--- config.mk ---
export PLATFORM = sky130hd
export DESIGN_NAME = memory_access_flat
export DESIGN_NICKNAME = d
export VERILOG_FILES = /design/src/rtl/riscv_mem_pkg.sv /design/src/rtl/memory_access_if.sv /design/src/rtl/mem_load_extend.sv /design/src/rtl/memory_access.sv /design/src/flat_wrapper.sv
export SDC_FILE = /design/constraint.sdc
export NUM_CORES = 1
export LEC_CHECK = 0
export ABC_AREA = 1
export CORE_AREA = 2 2 140 142
export CTS_BUF_LIST = sky130_fd_sc_hd__clkbuf_16
export DETAILED_ROUTE_END_ITERATION = 10
export DIE_AREA = 0 0 142 144
export PLACE_DENSITY = 0.71
export SLEW_MARGIN = 20
export SYNTH_ARGS = -nofsm -noshare
export SYNTH_HDL_FRONTEND = slang
export SYNTH_HIERARCHICAL = 1
export SYNTH_SLANG_ARGS = --single-unit
export TNS_END_PERCENT = 50
--- constraint.sdc ---
create_clock -name clk -period 2.7 [get_ports clk]
set_input_delay 0.675 -clock clk [delete_from_list [all_inputs] [get_ports clk]]
set_output_delay 0.675 -clock clk [all_outputs]
set_load 0.1 [all_outputs]
--- src/rtl/riscv_mem_pkg.sv ---
// Shared encodings for the RV32 MEM stage: load/store/branch funct3 values,
// access FSM states, byte-enable patterns and the sizing helpers built on them.
package riscv_mem_pkg;

    localparam logic [2:0] F3_LB  = 3'b000;
    localparam logic [2:0] F3_LH  = 3'b001;
    localparam logic [2:0] F3_LW  = 3'b010;
    localparam logic [2:0] F3_LBU = 3'b100;
    localparam logic [2:0] F3_LHU = 3'b101;

    localparam logic [2:0] F3_SB  = 3'b000;
    localparam logic [2:0] F3_SH  = 3'b001;
    localparam logic [2:0] F3_SW  = 3'b010;

    localparam logic [2:0] F3_BNE = 3'b001;

    typedef enum logic {
        ST_IDLE = 1'b0,
        ST_BUSY = 1'b1
    } mem_state_e;

    localparam logic [3:0] BE_BYTE = 4'b0001;
    localparam logic [3:0] BE_HALF = 4'b0011;
    localparam logic [3:0] BE_WORD = 4'b1111;

    // Size comes from funct3[1:0]; the 011/110/111 encodings are never legal accesses.
    function automatic logic access_ok(input logic [2:0] funct3, input logic [1:0] addr_lo);
        logic ok;
        case (funct3)
            F3_LB, F3_LBU: ok = 1'b1;
            F3_LH, F3_LHU: ok = ~addr_lo[0];
            F3_LW:         ok = (addr_lo == 2'b00);
            default:       ok = 1'b0;
        endcase
        return ok;
    endfunction

    function automatic logic [3:0] store_be(input logic [2:0] funct3, input logic [1:0] addr_lo);
        logic [3:0] be;
        case (funct3[1:0])
            F3_SB[1:0]: be = BE_BYTE << addr_lo;
            F3_SH[1:0]: be = BE_HALF << addr_lo;
            F3_SW[1:0]: be = BE_WORD;
            default:    be = BE_WORD;
        endcase
        return be;
    endfunction

endpackage

--- src/rtl/memory_access_if.sv ---
// Data-memory request/acknowledge port between the MEM stage and the data memory.
interface memory_access_if #(
    parameter int XLEN = 32
);
    logic            req;
    logic            we;
    logic [XLEN-1:0] addr;
    logic [XLEN-1:0] wdata;
    logic [3:0]      be;
    logic            ack;
    logic [XLEN-1:0] rdata;

    modport master (output req, we, addr, wdata, be, input ack, rdata);
    modport slave  (input req, we, addr, wdata, be, output ack, rdata);
endinterface

--- src/rtl/mem_load_extend.sv ---
// Picks the addressed byte/half lane out of a raw memory word and sign- or
// zero-extends it according to the load funct3.
module mem_load_extend
    import riscv_mem_pkg::*;
#(
    parameter int XLEN = 32
) (
    input  logic [XLEN-1:0] rdata,
    input  logic [1:0]      addr_lo,
    input  logic [2:0]      funct3,
    output logic [XLEN-1:0] data_out
);

    logic [7:0]  byte_lane;
    logic [15:0] half_lane;

    always_comb begin
        byte_lane = rdata[7:0];
        case (addr_lo)
            2'd0: byte_lane = rdata[7:0];
            2'd1: byte_lane = rdata[15:8];
            2'd2: byte_lane = rdata[23:16];
            2'd3: byte_lane = rdata[31:24];
            default: byte_lane = rdata[7:0];
        endcase
        half_lane = addr_lo[1] ? rdata[31:16] : rdata[15:0];
    end

    always_comb begin
        data_out = rdata;
        case (funct3)
            F3_LB:   data_out = {{(XLEN-8){byte_lane[7]}}, byte_lane};
            F3_LBU:  data_out = {{(XLEN-8){1'b0}}, byte_lane};
            F3_LH:   data_out = {{(XLEN-16){half_lane[15]}}, half_lane};
            F3_LHU:  data_out = {{(XLEN-16){1'b0}}, half_lane};
            F3_LW:   data_out = rdata;
            default: data_out = rdata;
        endcase
    end

endmodule

--- src/rtl/memory_access.sv ---
// MEM stage of the 5-stage RV32 pipeline: resolves branch/jump redirects, runs
// the req/ack data-memory access with a timeout, and loads the MEM/WB register.
module memory_access
    import riscv_mem_pkg::*;
#(
    parameter int XLEN    = 32,
    parameter int TIMEOUT = 16
) (
    input  logic             clk,
    input  logic             reset,
    input  logic             Ctl_MemtoReg_in,
    input  logic             Ctl_RegWrite_in,
    input  logic             Ctl_MemRead_in,
    input  logic             Ctl_MemWrite_in,
    input  logic             Ctl_Branch_in,
    input  logic             jal_in,
    input  logic             jalr_in,
    input  logic             Zero_in,
    input  logic [2:0]       funct3_in,
    input  logic [4:0]       Rd_in,
    input  logic [XLEN-1:0]  ALUresult_in,
    input  logic [XLEN-1:0]  PCimm_in,
    input  logic [XLEN-1:0]  ReadData2_in,
    input  logic [XLEN-1:0]  PC_in,
    memory_access_if.master  dmem,
    output logic             stall_out,
    output logic             PCSrc_out,
    output logic [XLEN-1:0]  PCtarget_out,
    output logic             misalign_err_out,
    output logic             bus_err_out,
    output logic             Ctl_MemtoReg_out,
    output logic             Ctl_RegWrite_out,
    output logic [4:0]       Rd_out,
    output logic [XLEN-1:0]  ReadData_out,
    output logic [XLEN-1:0]  ALUresult_out
);

    localparam int               CNT_W   = $clog2(TIMEOUT + 1);
    localparam logic [CNT_W-1:0] CNT_MAX = CNT_W'(TIMEOUT);
    localparam logic [CNT_W-1:0] CNT_ONE = CNT_W'(1);

    mem_state_e       state, state_next;
    logic [CNT_W-1:0] cnt, cnt_next;

    logic            mem_op, addr_ok, fault;
    logic            req, stall, abort, complete;
    logic            take, redirect;
    logic [1:0]      addr_lo;
    logic [XLEN-1:0] load_data, wb_value, wdata;

    logic            memtoreg_p1, regwrite_p1, misalign_p1, bus_err_p1;
    logic [4:0]      rd_p1;
    logic [XLEN-1:0] rdata_p1, alu_p1;

    // EX/MEM decode: access legality from funct3 size and address low bits
    assign mem_op  = Ctl_MemRead_in | Ctl_MemWrite_in;
    assign addr_lo = ALUresult_in[1:0];
    assign addr_ok = access_ok(funct3_in, addr_lo);
    assign fault   = mem_op & ~addr_ok;

    always_ff @(posedge clk) begin
        if (!reset) begin
            state <= ST_IDLE;
            cnt   <= '0;
        end else begin
            state <= state_next;
            cnt   <= cnt_next;
        end
    end

    always_comb begin
        state_next = state;
        cnt_next   = cnt;
        case (state)
            ST_IDLE: begin
                if (mem_op && addr_ok && !dmem.ack) begin
                    state_next = ST_BUSY;
                    cnt_next   = CNT_ONE;
                end
            end
            ST_BUSY: begin
                if (dmem.ack || cnt == CNT_MAX) begin
                    state_next = ST_IDLE;
                    cnt_next   = '0;
                end else begin
                    cnt_next = cnt + CNT_ONE;
                end
            end
            default: begin
                state_next = ST_IDLE;
                cnt_next   = '0;
            end
        endcase
    end

    // Reset low masks every combinational control so a pending access drops at once.
    always_comb begin
        req      = 1'b0;
        stall    = 1'b0;
        abort    = 1'b0;
        complete = 1'b0;
        if (reset) begin
            case (state)
                ST_IDLE: begin
                    req      = mem_op & addr_ok;
                    complete = req & dmem.ack;
                    stall    = req & ~dmem.ack;
                end
                ST_BUSY: begin
                    req      = 1'b1;
                    complete = dmem.ack;
                    abort    = ~dmem.ack & (cnt == CNT_MAX);
                    stall    = ~dmem.ack & (cnt != CNT_MAX);
                end
                default: ;
            endcase
        end
    end

    always_comb begin
        case (funct3_in[1:0])
            F3_SB[1:0]: wdata = {(XLEN/8){ReadData2_in[7:0]}};
            F3_SH[1:0]: wdata = {(XLEN/16){ReadData2_in[15:0]}};
            default:    wdata = ReadData2_in;
        endcase
    end

    assign dmem.req   = req;
    assign dmem.we    = req & Ctl_MemWrite_in;
    assign dmem.addr  = {ALUresult_in[XLEN-1:2], 2'b00};
    assign dmem.wdata = wdata;
    assign dmem.be    = store_be(funct3_in, addr_lo);

    mem_load_extend #(
        .XLEN(XLEN)
    ) u_load_extend (
        .rdata   (dmem.rdata),
        .addr_lo (addr_lo),
        .funct3  (funct3_in),
        .data_out(load_data)
    );

    assign take         = Ctl_Branch_in & ((funct3_in == F3_BNE) ? ~Zero_in : Zero_in);
    assign redirect     = take | jal_in | jalr_in;
    assign PCSrc_out    = redirect & ~stall & reset;
    assign PCtarget_out = jalr_in ? {ALUresult_in[XLEN-1:1], 1'b0} : PCimm_in;
    assign stall_out    = stall;

    assign wb_value = (jal_in | jalr_in) ? PC_in + XLEN'(4) : ALUresult_in;

    // MEM/WB register (p1): a stalled cycle writes a bubble so WB never repeats
    always_ff @(posedge clk) begin
        if (!reset) begin
            memtoreg_p1 <= 1'b0;
            regwrite_p1 <= 1'b0;
            misalign_p1 <= 1'b0;
            rd_p1       <= '0;
            rdata_p1    <= '0;
            alu_p1      <= '0;
        end else if (!stall) begin
            memtoreg_p1 <= Ctl_MemtoReg_in;
            regwrite_p1 <= Ctl_RegWrite_in & ~fault & ~abort;
            misalign_p1 <= fault;
            rd_p1       <= Rd_in;
            rdata_p1    <= (Ctl_MemRead_in & complete) ? load_data : '0;
            alu_p1      <= wb_value;
        end else begin
            regwrite_p1 <= 1'b0;
            misalign_p1 <= 1'b0;
        end
    end

    always_ff @(posedge clk) begin
        if (!reset) begin
            bus_err_p1 <= 1'b0;
        end else if (abort) begin
            bus_err_p1 <= 1'b1;
        end
    end

    assign Ctl_MemtoReg_out = memtoreg_p1;
    assign Ctl_RegWrite_out = regwrite_p1;
    assign misalign_err_out = misalign_p1;
    assign bus_err_out      = bus_err_p1;
    assign Rd_out           = rd_p1;
    assign ReadData_out     = rdata_p1;
    assign ALUresult_out    = alu_p1;

endmodule

--- src/flat_wrapper.sv ---
// flat-port wrapper written by rule: the top's interface ports become plain ports
module memory_access_flat import riscv_mem_pkg::*;
#(
    parameter int XLEN    = 32,
    parameter int TIMEOUT = 16
)
  (clk, reset, Ctl_MemtoReg_in, Ctl_RegWrite_in, Ctl_MemRead_in, Ctl_MemWrite_in, Ctl_Branch_in, jal_in, jalr_in, Zero_in, funct3_in, Rd_in, ALUresult_in, PCimm_in, ReadData2_in, PC_in, stall_out, PCSrc_out, PCtarget_out, misalign_err_out, bus_err_out, Ctl_MemtoReg_out, Ctl_RegWrite_out, Rd_out, ReadData_out, ALUresult_out, dmem_req, dmem_we, dmem_addr, dmem_wdata, dmem_be, dmem_ack, dmem_rdata);
  memory_access_if #(.XLEN(XLEN)) dmem_i ();
  input  logic clk;
  input  logic reset;
  input  logic Ctl_MemtoReg_in;
  input  logic Ctl_RegWrite_in;
  input  logic Ctl_MemRead_in;
  input  logic Ctl_MemWrite_in;
  input  logic Ctl_Branch_in;
  input  logic jal_in;
  input  logic jalr_in;
  input  logic Zero_in;
  input  logic [2:0] funct3_in;
  input  logic [4:0] Rd_in;
  input  logic [XLEN-1:0] ALUresult_in;
  input  logic [XLEN-1:0] PCimm_in;
  input  logic [XLEN-1:0] ReadData2_in;
  input  logic [XLEN-1:0] PC_in;
  output logic stall_out;
  output logic PCSrc_out;
  output logic [XLEN-1:0] PCtarget_out;
  output logic misalign_err_out;
  output logic bus_err_out;
  output logic Ctl_MemtoReg_out;
  output logic Ctl_RegWrite_out;
  output logic [4:0] Rd_out;
  output logic [XLEN-1:0] ReadData_out;
  output logic [XLEN-1:0] ALUresult_out;
  output wire logic [$bits(dmem_i.req)-1:0] dmem_req;
  output wire logic [$bits(dmem_i.we)-1:0] dmem_we;
  output wire logic [$bits(dmem_i.addr)-1:0] dmem_addr;
  output wire logic [$bits(dmem_i.wdata)-1:0] dmem_wdata;
  output wire logic [$bits(dmem_i.be)-1:0] dmem_be;
  input wire logic [$bits(dmem_i.ack)-1:0] dmem_ack;
  input wire logic [$bits(dmem_i.rdata)-1:0] dmem_rdata;
  assign dmem_req = dmem_i.req;
  assign dmem_we = dmem_i.we;
  assign dmem_addr = dmem_i.addr;
  assign dmem_wdata = dmem_i.wdata;
  assign dmem_be = dmem_i.be;
  assign dmem_i.ack = dmem_ack;
  assign dmem_i.rdata = dmem_rdata;
  memory_access #(.XLEN(XLEN), .TIMEOUT(TIMEOUT)) u_core (.clk(clk), .reset(reset), .Ctl_MemtoReg_in(Ctl_MemtoReg_in), .Ctl_RegWrite_in(Ctl_RegWrite_in), .Ctl_MemRead_in(Ctl_MemRead_in), .Ctl_MemWrite_in(Ctl_MemWrite_in), .Ctl_Branch_in(Ctl_Branch_in), .jal_in(jal_in), .jalr_in(jalr_in), .Zero_in(Zero_in), .funct3_in(funct3_in), .Rd_in(Rd_in), .ALUresult_in(ALUresult_in), .PCimm_in(PCimm_in), .ReadData2_in(ReadData2_in), .PC_in(PC_in), .dmem(dmem_i), .stall_out(stall_out), .PCSrc_out(PCSrc_out), .PCtarget_out(PCtarget_out), .misalign_err_out(misalign_err_out), .bus_err_out(bus_err_out), .Ctl_MemtoReg_out(Ctl_MemtoReg_out), .Ctl_RegWrite_out(Ctl_RegWrite_out), .Rd_out(Rd_out), .ReadData_out(ReadData_out), .ALUresult_out(ALUresult_out));
endmodule
==> impl_results.md <==
- CP cell instances: clkdlybuf4s50_1 > inv_1 > buf_12 > o21ai_1 > buf_12
- Pwr per Cell Area: just under 500 nW/um2
- Critical Path End Type: output pin
- Final hold violation count: 0
- Most frequent cells in the layout: 393 x nand2_1, 172 x clkdlybuf4s50_1, 113 x buf_4, 109 x buf_12, 102 x inv_1
- CP delay by family, top: buffers and inverters
- Clk slew on worst S/H paths: ~0.070 ns
- Antenna violations before repair: 0
- Ys flop type: dfxtp_1
- Final min period: roughly 2.6 ns
- Vias in the first global route: 7422
- Vias per cell: a little under 5
- Area grow syn2layout: 79.5%
- Reg2reg start: u_core/cnt[0]
- Core ar.: 19100 um2
- Slowest-stage cell, CP: clkdlybuf4s50_1
- Port buffer count: 353
- Maxcap violations: 0
- Post-placement setup slack: -0.139 ns
- Design area: 11100 um2
- Critical Path Fanout Max: 29
- Met3 Use GR: 8.28%
- Clk sinks: between 70 and 80
- FMAX: ~380 MHz
- Cell area after synthesis: between 6000 and 7000 um2
- CTS root buffer: clkbuf_16
- Post-synth EDFFs: 0
- Overflow after GRT: 0
- CTS buffer count: 9
- Worst ir drop on vdd: around 0.38 mV
- Core Rows: approximately 50
- Total GRT Usage: 25.3%
- Die X: between 100 and 150 um
- Slew @ Worst Pin: roughly 0.54 ns
- Min Hold Slack: roughly 0.45 ns
- Crit path buf inv count: 4
- Average wire per standard cell: 16.3 um
- Max transition margin: approximately 64%
- Skew-Pair Late Insertion Delay: between 0.3 and 0.4 ns
- CP dominant cell by count: buf_12
- Final GP Congestion: 0.975
- WP data required: slightly above 2 ns
- Initial Utilization: approximately a third
- Layout cells sized above 1: a little under a quarter
- Iteration-0 DRC Markers: ~360
- Max incr delay on CP: between 0.4 and 0.5 ns
- Worst setup path class: input port to output pin
- Gate Count Post-Synth: 1034
- H-tree levels: 3
- Max clock buf depth: 2
- GRT Max-Usage Layer: met2
- Met2 Use GR: between 40% and 50%
- Global-route wire length before repair: roughly 40000 um
- Leakage Power: roughly 5.4 nW
- Syn. warnings: 6
- Met1 Use GR: roughly 28%
- Status: completed
- Die Y: 144 um
- Slew Limit Fails: 0
- Min-delay src: u_core/bus_err_out
- Syn Area/Cell: between 5 and 6 um2
- Commonest non-fill, non-tap cell in the layout: nand2_1
- DR DRC count: 0
- Placed cells: between 1500 and 2000
- CP Launch Type: input port
- DRT antenna net count: 0
- Final #Nets: 1546
- IO Pins: approximately 360
- Dpl cell area: between 10000 and 15000 um2
- Worst Skew: 0.0108 ns
- Post-route insts no fill: 1608
- Largest net degree at the start of global routing: 46
- Via count: 7722
- Post-route setup slack: just over 0.05 ns
- TritonCTS clock tree: done
- Final period utilization: 98.1%
- Seq/Total Area, Yosys: roughly 26%
- Final wirelength: roughly 26000 um
- Library cells used by synthesis: 39
- Pre-antenna DRT Iters: 5
- Die ar.: 20400 um2
- Async SR Flop Fraction: 0%
- Register bit total from synthesis: 79
- Dpl hpwl: 21400 um
- HP Class: flip-flop to flip-flop
- Total negative slack: 0 ns
- Critical path origin: jalr_in
- CP arrival: roughly 2 ns
- Finish-stage setup viols: 0
logic make-up after synthesis:
kind of cell / count (synthesis) / synth area share, %
AOI/OAI and AO/OA: 144 / 14.0
xor gates and xnor gates: 5 / 0.710
adders and majority gates: 3 / 0.609
buffers and inverters: 192 / 16.6
DFF: 79 / 25.6
muxes: 1 / 0.162
other: 1 / 0.0608
and+or+nand+nor: 609 / 42.2
timing repair:
action | 4_1_cts | 5_1_grt
pin swaps | 1 | 2
endpoints found under the setup margin | 22 | 6
buffers inserted | 1 | 1
hold buffers | 0 | 0
gates resized for setup | 7 | 3
path summary, 6_finish.rpt:
path                                           endpoint  slack [ns]  cells past startpoint
worst min register to register       u_core/bus_err_out        0.45                      2
worst max-delay path                   PCtarget_out[19]        0.05                      5
worst max register to register  u_core/ALUresult_out[2]        0.73                     13
worst min-delay path                 u_core/bus_err_out        0.45                      2
flip-flops by register name (all words and copies together), names as in the netlist:
| signal | flops |
|---|---|
| u_core/ALUresult_out | 32 |
| u_core/ReadData_out | 32 |
| u_core/Rd_out | 5 |
| u_core/cnt | 5 |
| u_core/Ctl_MemtoReg_out | 1 |
| u_core/Ctl_RegWrite_out | 1 |
| u_core/bus_err_out | 1 |
| u_core/misalign_err_out | 1 |
| u_core/state | 1 |
worst reg2reg max path, delay by kind of cell, from the launching register on:
family	cells	cell delay, ns
compound gates	1	0.08
flops	1	0.38
simple gates	5	0.41
fa+ha+maj	1	0.19
buf+inv	6	0.83
synth_stat cells, types with 2 or more instances:
library cell  number  area share, %
o21ai_2           30            4.3
nor2_2             2           0.20
nand3_1           74            6.0
dfxtp_1           79             26
o22ai_1            9           0.91
buf_2             13            1.1
nand3b_1           5           0.61
buf_6             14            2.6
clkbuf_1          13           0.79
inv_2              6           0.37
ha_1               3           0.61
a21oi_1           19            1.5
o21ai_0           77            6.2
nand2_2            3           0.30
buf_4             42            5.1
nand3_2            8            1.3
o21bai_1           2           0.24
nand4_1            2           0.20
xnor2_1            4           0.57
nand3_4            4            1.1
inv_1            102            6.2
nand2_4            5           0.91
o211ai_1           5           0.61
nor3_1             3           0.24
nand2_1          394             24
nor2_1           102            6.2
nor2_4             2           0.37
per-layer routing:
| metal | up-vias | wire, um |
|---|---|---|
| met3 | 39 | 2560 |
| met2 | 364 | 12900 |
| met1 | 3443 | 10000 |
| met5 | - | 0 |
| met4 | 0 | 744 |
| li1 | 3876 | - |
final cells by class:
type,count,area [um2]
multi-input combinational,764,3620
fill,1756,8010
antenna,1,2.50
sequential,79,1580
timing repair buffer,401,4820
clock buffer,9,225
tap,238,298
inverter,109,414
clock inverter,7,109
where the power goes:
part	internal, mW	leakage [nW]	total, mW	switching (mW)
sequential	1.23	0.648	1.26	0.0320
combinational	0.904	4.54	2.74	1.84
clock	0.835	0.165	1.42	0.587
through the flow:
stage / power [mW] / utilization, %
2_1_floorplan: 2.99 / -
3_3_place_gp: 4.02 / 56.1
3_5_place_dp: 4.03 / 56.1
4_1_cts: 5.47 / 57.9
5_1_grt: 5.63 / 58.0
6_report: 5.42 / 58.0
No activity file was read; power rests on OpenSTA's default activity.
